<file path="config.mk">
export PLATFORM = sky130hd
export DESIGN_NAME = uart_tx
export DESIGN_NICKNAME = d
export VERILOG_FILES = /design/src/rtl/uart_tx.sv
export SDC_FILE = /design/constraint.sdc
export NUM_CORES = 1
export LEC_CHECK = 0
export ABC_AREA = 1
export ABC_CLOCK_PERIOD_IN_PS = 1640
export BUFFER_PORTS_ARGS = -buffer_cell sky130_fd_sc_hd__buf_2
export CELL_PAD_IN_SITES_DETAIL_PLACEMENT = 0
export CELL_PAD_IN_SITES_GLOBAL_PLACEMENT = 2
export CORE_UTILIZATION = 30
export DETAILED_ROUTE_END_ITERATION = 7
export GPL_TIMING_DRIVEN = 0
export PLACE_DENSITY_LB_ADDON = 0.12
export SYNTH_ARGS = -nofsm -noshare
export SYNTH_HDL_FRONTEND = slang
export SYNTH_SLANG_ARGS = --single-unit
</file>
<file path="constraint.sdc">
create_clock -name clk_uart -period 1.64 [get_ports clk_uart]
set_input_delay 0.082 -clock clk_uart [delete_from_list [all_inputs] [get_ports clk_uart]]
set_output_delay 0.082 -clock clk_uart [all_outputs]
set_load 0.01 [all_outputs]
</file>
<file path="src/rtl/uart_tx.sv">
// UART transmitter: pops bytes from the transmit FIFO and sends them LSB first.
// Frame is start, 8 data bits, optional even parity, stop; tx_int is held per frame.
module uart_tx #(
  parameter int BIT_CYCLES = 16,
  parameter bit PARITY_EN  = 1'b1
) (
  input  logic       clk_uart,
  input  logic       rst_n,
  input  logic       tx_en,
  input  logic       fifo_empty,
  input  logic [7:0] txd_from_fifo,
  output logic       r_en,
  output logic       txd,
  output logic       tx_busy,
  input  logic       tx_int_clr,
  output logic       tx_int
);
  // state  | meaning
  // IDLE   | line high, waiting for tx_en with a non-empty FIFO
  // FETCH  | one-cycle FIFO pop (r_en)
  // LOAD   | capture FIFO data and its parity
  // START  | start bit, line low
  // DATA   | data bits d0..d7, LSB first
  // PARITY | even parity bit
  // STOP   | stop bit, line high; sets tx_int on exit

  localparam int              CW       = $clog2(BIT_CYCLES);
  localparam logic [CW-1:0]   CNT_LOAD = CW'(BIT_CYCLES - 1);

  typedef enum logic [2:0] {
    S_IDLE,
    S_FETCH,
    S_LOAD,
    S_START,
    S_DATA,
    S_PARITY,
    S_STOP
  } state_t;

  state_t        r_state;
  logic [CW-1:0] r_cnt;
  logic [2:0]    r_idx;
  logic [7:0]    r_shift;
  logic          r_parity;
  logic          r_txd;
  logic          r_tx_int;

  state_t        w_state_nxt;
  logic [CW-1:0] w_cnt_nxt;
  logic [2:0]    w_idx_nxt;
  logic [7:0]    w_shift_nxt;
  logic          w_parity_nxt;
  logic          w_txd_nxt;
  logic          w_bit_end;
  logic          w_int_set;

  assign w_bit_end = (r_cnt == '0);
  assign w_int_set = (r_state == S_STOP) && w_bit_end;

  always_comb begin
    w_state_nxt  = r_state;
    w_cnt_nxt    = r_cnt;
    w_idx_nxt    = r_idx;
    w_shift_nxt  = r_shift;
    w_parity_nxt = r_parity;
    case (r_state)
      S_IDLE: begin
        if (tx_en && !fifo_empty) w_state_nxt = S_FETCH;
      end
      S_FETCH: begin
        w_state_nxt = S_LOAD;
      end
      S_LOAD: begin
        w_shift_nxt  = txd_from_fifo;
        w_parity_nxt = ^txd_from_fifo;
        w_cnt_nxt    = CNT_LOAD;
        w_idx_nxt    = 3'd0;
        w_state_nxt  = S_START;
      end
      S_START: begin
        if (w_bit_end) begin
          w_cnt_nxt   = CNT_LOAD;
          w_idx_nxt   = 3'd0;
          w_state_nxt = S_DATA;
        end else begin
          w_cnt_nxt = r_cnt - CW'(1);
        end
      end
      S_DATA: begin
        if (w_bit_end) begin
          w_cnt_nxt   = CNT_LOAD;
          w_shift_nxt = {1'b0, r_shift[7:1]};
          if (r_idx == 3'd7) begin
            w_idx_nxt   = 3'd0;
            w_state_nxt = PARITY_EN ? S_PARITY : S_STOP;
          end else begin
            w_idx_nxt = r_idx + 3'd1;
          end
        end else begin
          w_cnt_nxt = r_cnt - CW'(1);
        end
      end
      S_PARITY: begin
        if (w_bit_end) begin
          w_cnt_nxt   = CNT_LOAD;
          w_state_nxt = S_STOP;
        end else begin
          w_cnt_nxt = r_cnt - CW'(1);
        end
      end
      S_STOP: begin
        if (w_bit_end) begin
          w_cnt_nxt   = '0;
          w_state_nxt = S_IDLE;
        end else begin
          w_cnt_nxt = r_cnt - CW'(1);
        end
      end
      default: begin
        w_state_nxt = S_IDLE;
      end
    endcase
  end

  // Line value follows the state being entered, so each bit appears on the same edge as its state.
  always_comb begin
    w_txd_nxt = 1'b1;
    case (w_state_nxt)
      S_START:  w_txd_nxt = 1'b0;
      S_DATA:   w_txd_nxt = w_shift_nxt[0];
      S_PARITY: w_txd_nxt = w_parity_nxt;
      default:  w_txd_nxt = 1'b1;
    endcase
  end

  always_ff @(posedge clk_uart) begin
    if (!rst_n) begin
      r_state  <= S_IDLE;
      r_cnt    <= '0;
      r_idx    <= 3'd0;
      r_shift  <= 8'h00;
      r_parity <= 1'b0;
      r_txd    <= 1'b1;
      r_tx_int <= 1'b0;
    end else begin
      r_state  <= w_state_nxt;
      r_cnt    <= w_cnt_nxt;
      r_idx    <= w_idx_nxt;
      r_shift  <= w_shift_nxt;
      r_parity <= w_parity_nxt;
      r_txd    <= w_txd_nxt;
      if (w_int_set)       r_tx_int <= 1'b1;
      else if (tx_int_clr) r_tx_int <= 1'b0;
    end
  end

  assign r_en    = (r_state == S_FETCH);
  assign tx_busy = (r_state != S_IDLE);
  assign txd     = r_txd;
  assign tx_int  = r_tx_int;

endmodule

</file>
* Word-level counts from Yosys, hierarchy flattened
Cells that the tools add are included.
Cells by class: add/sub/neg operators 2, eq/ne operators 12, muxes and demuxes 20, reduce and logical (&&, ||, !) cells 14
Operators with widths (number):
- $mux W3 | 9
- $pmux W3 S7 | 1
- $eq A3 B3 Y1 const B | 6
- $pmux W8 S2 | 1
- $pmux W4 S3 | 1
- $eq A3 B2 Y1 const B | 3
- $pmux W3 S3 | 1
- $reduce_bool A3 Y1 | 3
- $mux W4 | 2
- $mux W8 | 1
- $reduce_xor A8 Y1 | 1
- $logic_not A4 Y1 | 1
- $ne A2 B2 Y1 const B | 2
- $reduce_bool A2 Y1 | 2
- $sub A4 B1 Y4 const B | 1
- $add A3 B1 Y3 const B | 1
- $eq A3 B1 Y1 const B | 1
- $logic_not A3 Y1 | 1
- $mux W1 | 3
- $pmux W1 S3 | 1
- $reduce_and A3 Y1 | 1
- $reduce_or A3 Y1 | 1
- $logic_and A1 B1 Y1 | 2
- $reduce_and A2 Y1 | 1
- $logic_not A1 Y1 | 1
Word-level totals: bits in registers 21, bits of input ports 13, word-level logic and storage cells 56

* Longest topological paths before layout
word-level depth 6, mapped depth 12

* Worst setup path after synthesis
No wires, ideal clock.
kind register to register, start point register r_cnt[0], end point register r_txd (netlist: txd), library setup time 113 ps, data arrival time 1282 ps, data required time 1527 ps, slack 245 ps, cell stages (with the launch flop) 10, buffers on the path 0, period minus slack after synthesis 1395 ps, path through dfxtp_1 -> inv_1 -> ha_1 -> nand2_1 -> nor2_4 -> nor2_1 -> a21oi_1 -> a21oi_1 -> nor2_1 -> nand2_1
Between the ends: cells in the longest elaborated chain, start to end 5
RTL lines:
- start, declared | line 41 | logic [CW-1:0] r_cnt;
- start signal, assigned | line 147 | r_cnt <= w_cnt_nxt;
- $logic_not A4 Y1 (*) | line 57 | assign w_bit_end = (r_cnt == '0);
- $mux W3, on equally long branches
- $pmux W3 S7 | line 66 | case (r_state)
- $eq A3 B3 Y1 / $eq A3 B2 Y1 (equally long branches) | line 128 | case (w_state_nxt)
- $pmux W1 S3 (*) | line 128
- end signal, assigned | line 151 | r_txd <= w_txd_nxt;
- end, declared | line 45 | logic r_txd;
Mark *: on every way between the ends. The rest lies on a longest branch, timed or not. The select of a mux whose other input is x is not followed. A chain may end at the register's enable or synchronous reset.

* Final worst setup path
Ends and elaborated chain as after synthesis.

==> qor.csv <==
metric,value,unit
synth-compound-area-share,0.173,
yosys.area_share.simple,0.349,
stdcell_count,284,
io_pins,17,
finalCriticalPeriod,1.57,ns
synth-seq-cells,21,
critical_path_class,flop to flop,
cell_internal_pwr,877,uW
clkPwrFrac,0.255,
initial_core_util,0.321,
skew,0.00611,ns
slew_headroom,0.677,
yosys.area_share.xor_xnor,0.0133,
ys_types,23,
clk_latency,0.26,ns
dr_total_vias,1321,
antennaDiodeCount,0,
overflow,0,
synth_mux_area_frac,0,
grt_usage,0.148,
area_growth,18.0,%
synth_nets,227,
r2r-start,r_cnt[0],
first_pass_iters,4,
grt_first_pass_wirelength,5150,um
seqPwrFrac,0.443,
arrival,1.72,ns
drt_iter0_markers,36,
path_common_cell,nand2_1,
max-cap-violations,0,
share_comb_of_total_power,0.302,
dieArea,4640,um2
numClockSinks,21,
hold_buffers,0,
final_layout_size_suffix_gt1_frac,0.175,
wirelength,3100,um
outcome,finished clean,
finalMaxSlewViolations,0,
fp.dieH,68.1,um
grt_max_degree,12,
nFillCells,460,
holdCritPathClass,primary input to flop,
rsz0062_at_grt,true,
cts.clk_slew.worst_paths,0.08,ns
cts_buffer_depth,2,
vias_per_cell,4.65,
cts_tree,yes,
leakagePower,0.000812,uW
wl_per_cell,10.9,um
fin_crit_sh,0.955,
grt_pass1_vias,1205,
p_sw,425,uW
root_buffer,clkbuf_8,
io_buffers,15,
cpPeakStageDelay,0.32,ns
crit_start,r_cnt[0],
fmax,639,MHz
setup_violations,0,
drc,0,
fp.coreArea,4090,um2
switching_share,0.327,
crit_slowest_cell,dfxtp_1,
postSynthAreaPerCell,6.25,um2
cp_data_required_time,1.79,ns
cts_buffers,3,
cp_cell_sequence,inv_2 -> ha_2 -> nand2_2 -> nor2_4 -> o21ai_4 -> nand2_1 -> nand2_1 -> inv_2 -> o21ai_1 -> nor2_1 -> nand2_1,
min-delay-start,tx_int_clr,
yosys_warnings,0,
drt.antenna.violating_nets,0,
hpwlAfterDp,2410,um
seq_area_frac_synth,0.320,
setup.worst_path.start_class,flop,
syn_area,1310,um2
worst_pin_slew,0.485,ns
htreeDepth,1,
synth_top_family_by_area,simple AND/OR/NAND/NOR gates,
place_congestion,0.777,
num-nets-final,252,
core.rowCount,23,
syn_inst,210,
die_x,68.1,um
antenna_found_initial,0,
power.density,841,nW/um2
finalHoldViolations,0,
crit_fanout,8,
finalPower,1300,uW
peakVddDrop,0.349,mV
synth_fa_ha_area_frac,0.0381,
end_kind,flop,
post-place-cells,275,
-- per-layer routing --
layer	vias to the layer above	wire length [um]	track usage
met5	-	0	0
li1	706	-	-
met1	601	1440	0.175
met3	2	66	0.0150
met4	0	26	0.0625
met2	12	1570	0.270
-- worst max-delay path, delay by kind of cell (launching register included) --
kind	cells	cell delay (ns)
AND/OR/NAND/NOR	6	0.62
AO/OA/AOI/OAI	2	0.19
adder cells (fa/ha/maj)	1	0.19
flip-flops	1	0.32
buffers and inverters	2	0.15
-- layout by cell type, fill, tap and decap left out --
master | synthesis | final
clkbuf_1 | 2 | 3
a22oi_1 | 8 | 8
clkbuf_8 | 0 | 3
nor3_1 | 2 | 2
buf_2 | 0 | 15
inv_1 | 33 | 30
a21oi_1 | 15 | 14
dfxtp_1 | 21 | 21
o21ai_0 | 7 | 7
ha_1 | 4 | 3
xor2_1 | 1 | 1
o21ai_1 | 1 | 1
a31oi_1 | 1 | 1
nand2_1 | 68 | 67
ha_2 | 0 | 1
nor2_2 | 1 | 1
or2_2 | 1 | 1
nand2_2 | 2 | 3
nand3_1 | 6 | 6
buf_4 | 0 | 5
xnor2_1 | 1 | 1
nor2_1 | 25 | 24
a21oi_2 | 0 | 1
nand3_2 | 1 | 1
inv_2 | 2 | 5
nor2_4 | 3 | 4
o21ai_4 | 1 | 1
o211ai_1 | 4 | 4
-- flip-flops by register name, summed over array words and instances, names as in the netlist --
signal,cells
r_parity,1
r_cnt,4
r_idx,3
r_state,3
tx_int,1
txd,1
r_shift,8
-- final timing paths --
check                             endpoint  slack (ns)  depth (start not counted)
worst max-delay path                   txd        0.07                         11
worst min-delay path                tx_int        0.15                          4
worst max register to register         txd        0.07                         11
worst min register to register  r_shift[6]        0.47                          2
-- synth_stat cells --
library cell,n,area share
nor2_1,25,0.071
o21ai_4,1,0.012
xnor2_1,1,0.0067
o211ai_1,4,0.023
dfxtp_1,21,0.32
o21ai_1,1,0.0038
ha_1,4,0.038
nand3_1,6,0.023
nor2_2,1,0.0048
nor3_1,2,0.0076
nor2_4,3,0.026
nand2_2,2,0.0095
xor2_1,1,0.0067
o21ai_0,7,0.027
inv_2,2,0.0057
nand2_1,68,0.19
a31oi_1,1,0.0048
nand3_2,1,0.0076
a22oi_1,8,0.046
clkbuf_1,2,0.0057
a21oi_1,15,0.057
or2_2,1,0.0048
inv_1,33,0.094
-- power groups by stage --
stage	Sequential, uW	Clock, uW	Combinational, uW
2_1_floorplan	583	0	256
6_report	577	332	393
3_3_place_gp	586	0	337
4_1_cts	575	353	346
3_5_place_dp	588	0	345
5_1_grt	581	371	447
-- kinds of logic after synthesis --
kind of cell,count (synthesis)
compound gates,37
xor+xnor,2
fa+ha+maj,4
buf+inv,37
flops,21
simple gates,109
-- stage by stage --
stage          hold WS, ns  setup TNS (ns)  area [um2]  setup WS [ns]   util
2_1_floorplan        0.243               0        1310          0.245      -
3_3_place_gp         0.387               0        1450         0.0373  0.355
3_5_place_dp         0.413               0        1450         0.0354  0.355
4_1_cts              0.145               0        1500         0.0110  0.366
5_1_grt              0.166         -0.0679        1550        -0.0331  0.379
6_report             0.148               0        1550         0.0739  0.379
-- layout make-up --
cell class,count,area (um2),share of cell area
clock buffer,4,45.0,0.0291
buffer,2,7.51,0.00485
inverter,35,131,0.0848
tap,50,62.6,0.0404
sequential,21,420,0.271
multi-input combinational,152,769,0.497
timing repair buffer,20,113,0.0727
-- repair_timing --
item                                    in CTS  in global routing
resized for setup                            0                  8
buffers inserted                             0                  5
endpoints found under the setup margin       0                  8
(Power assumes the default switching activity.)
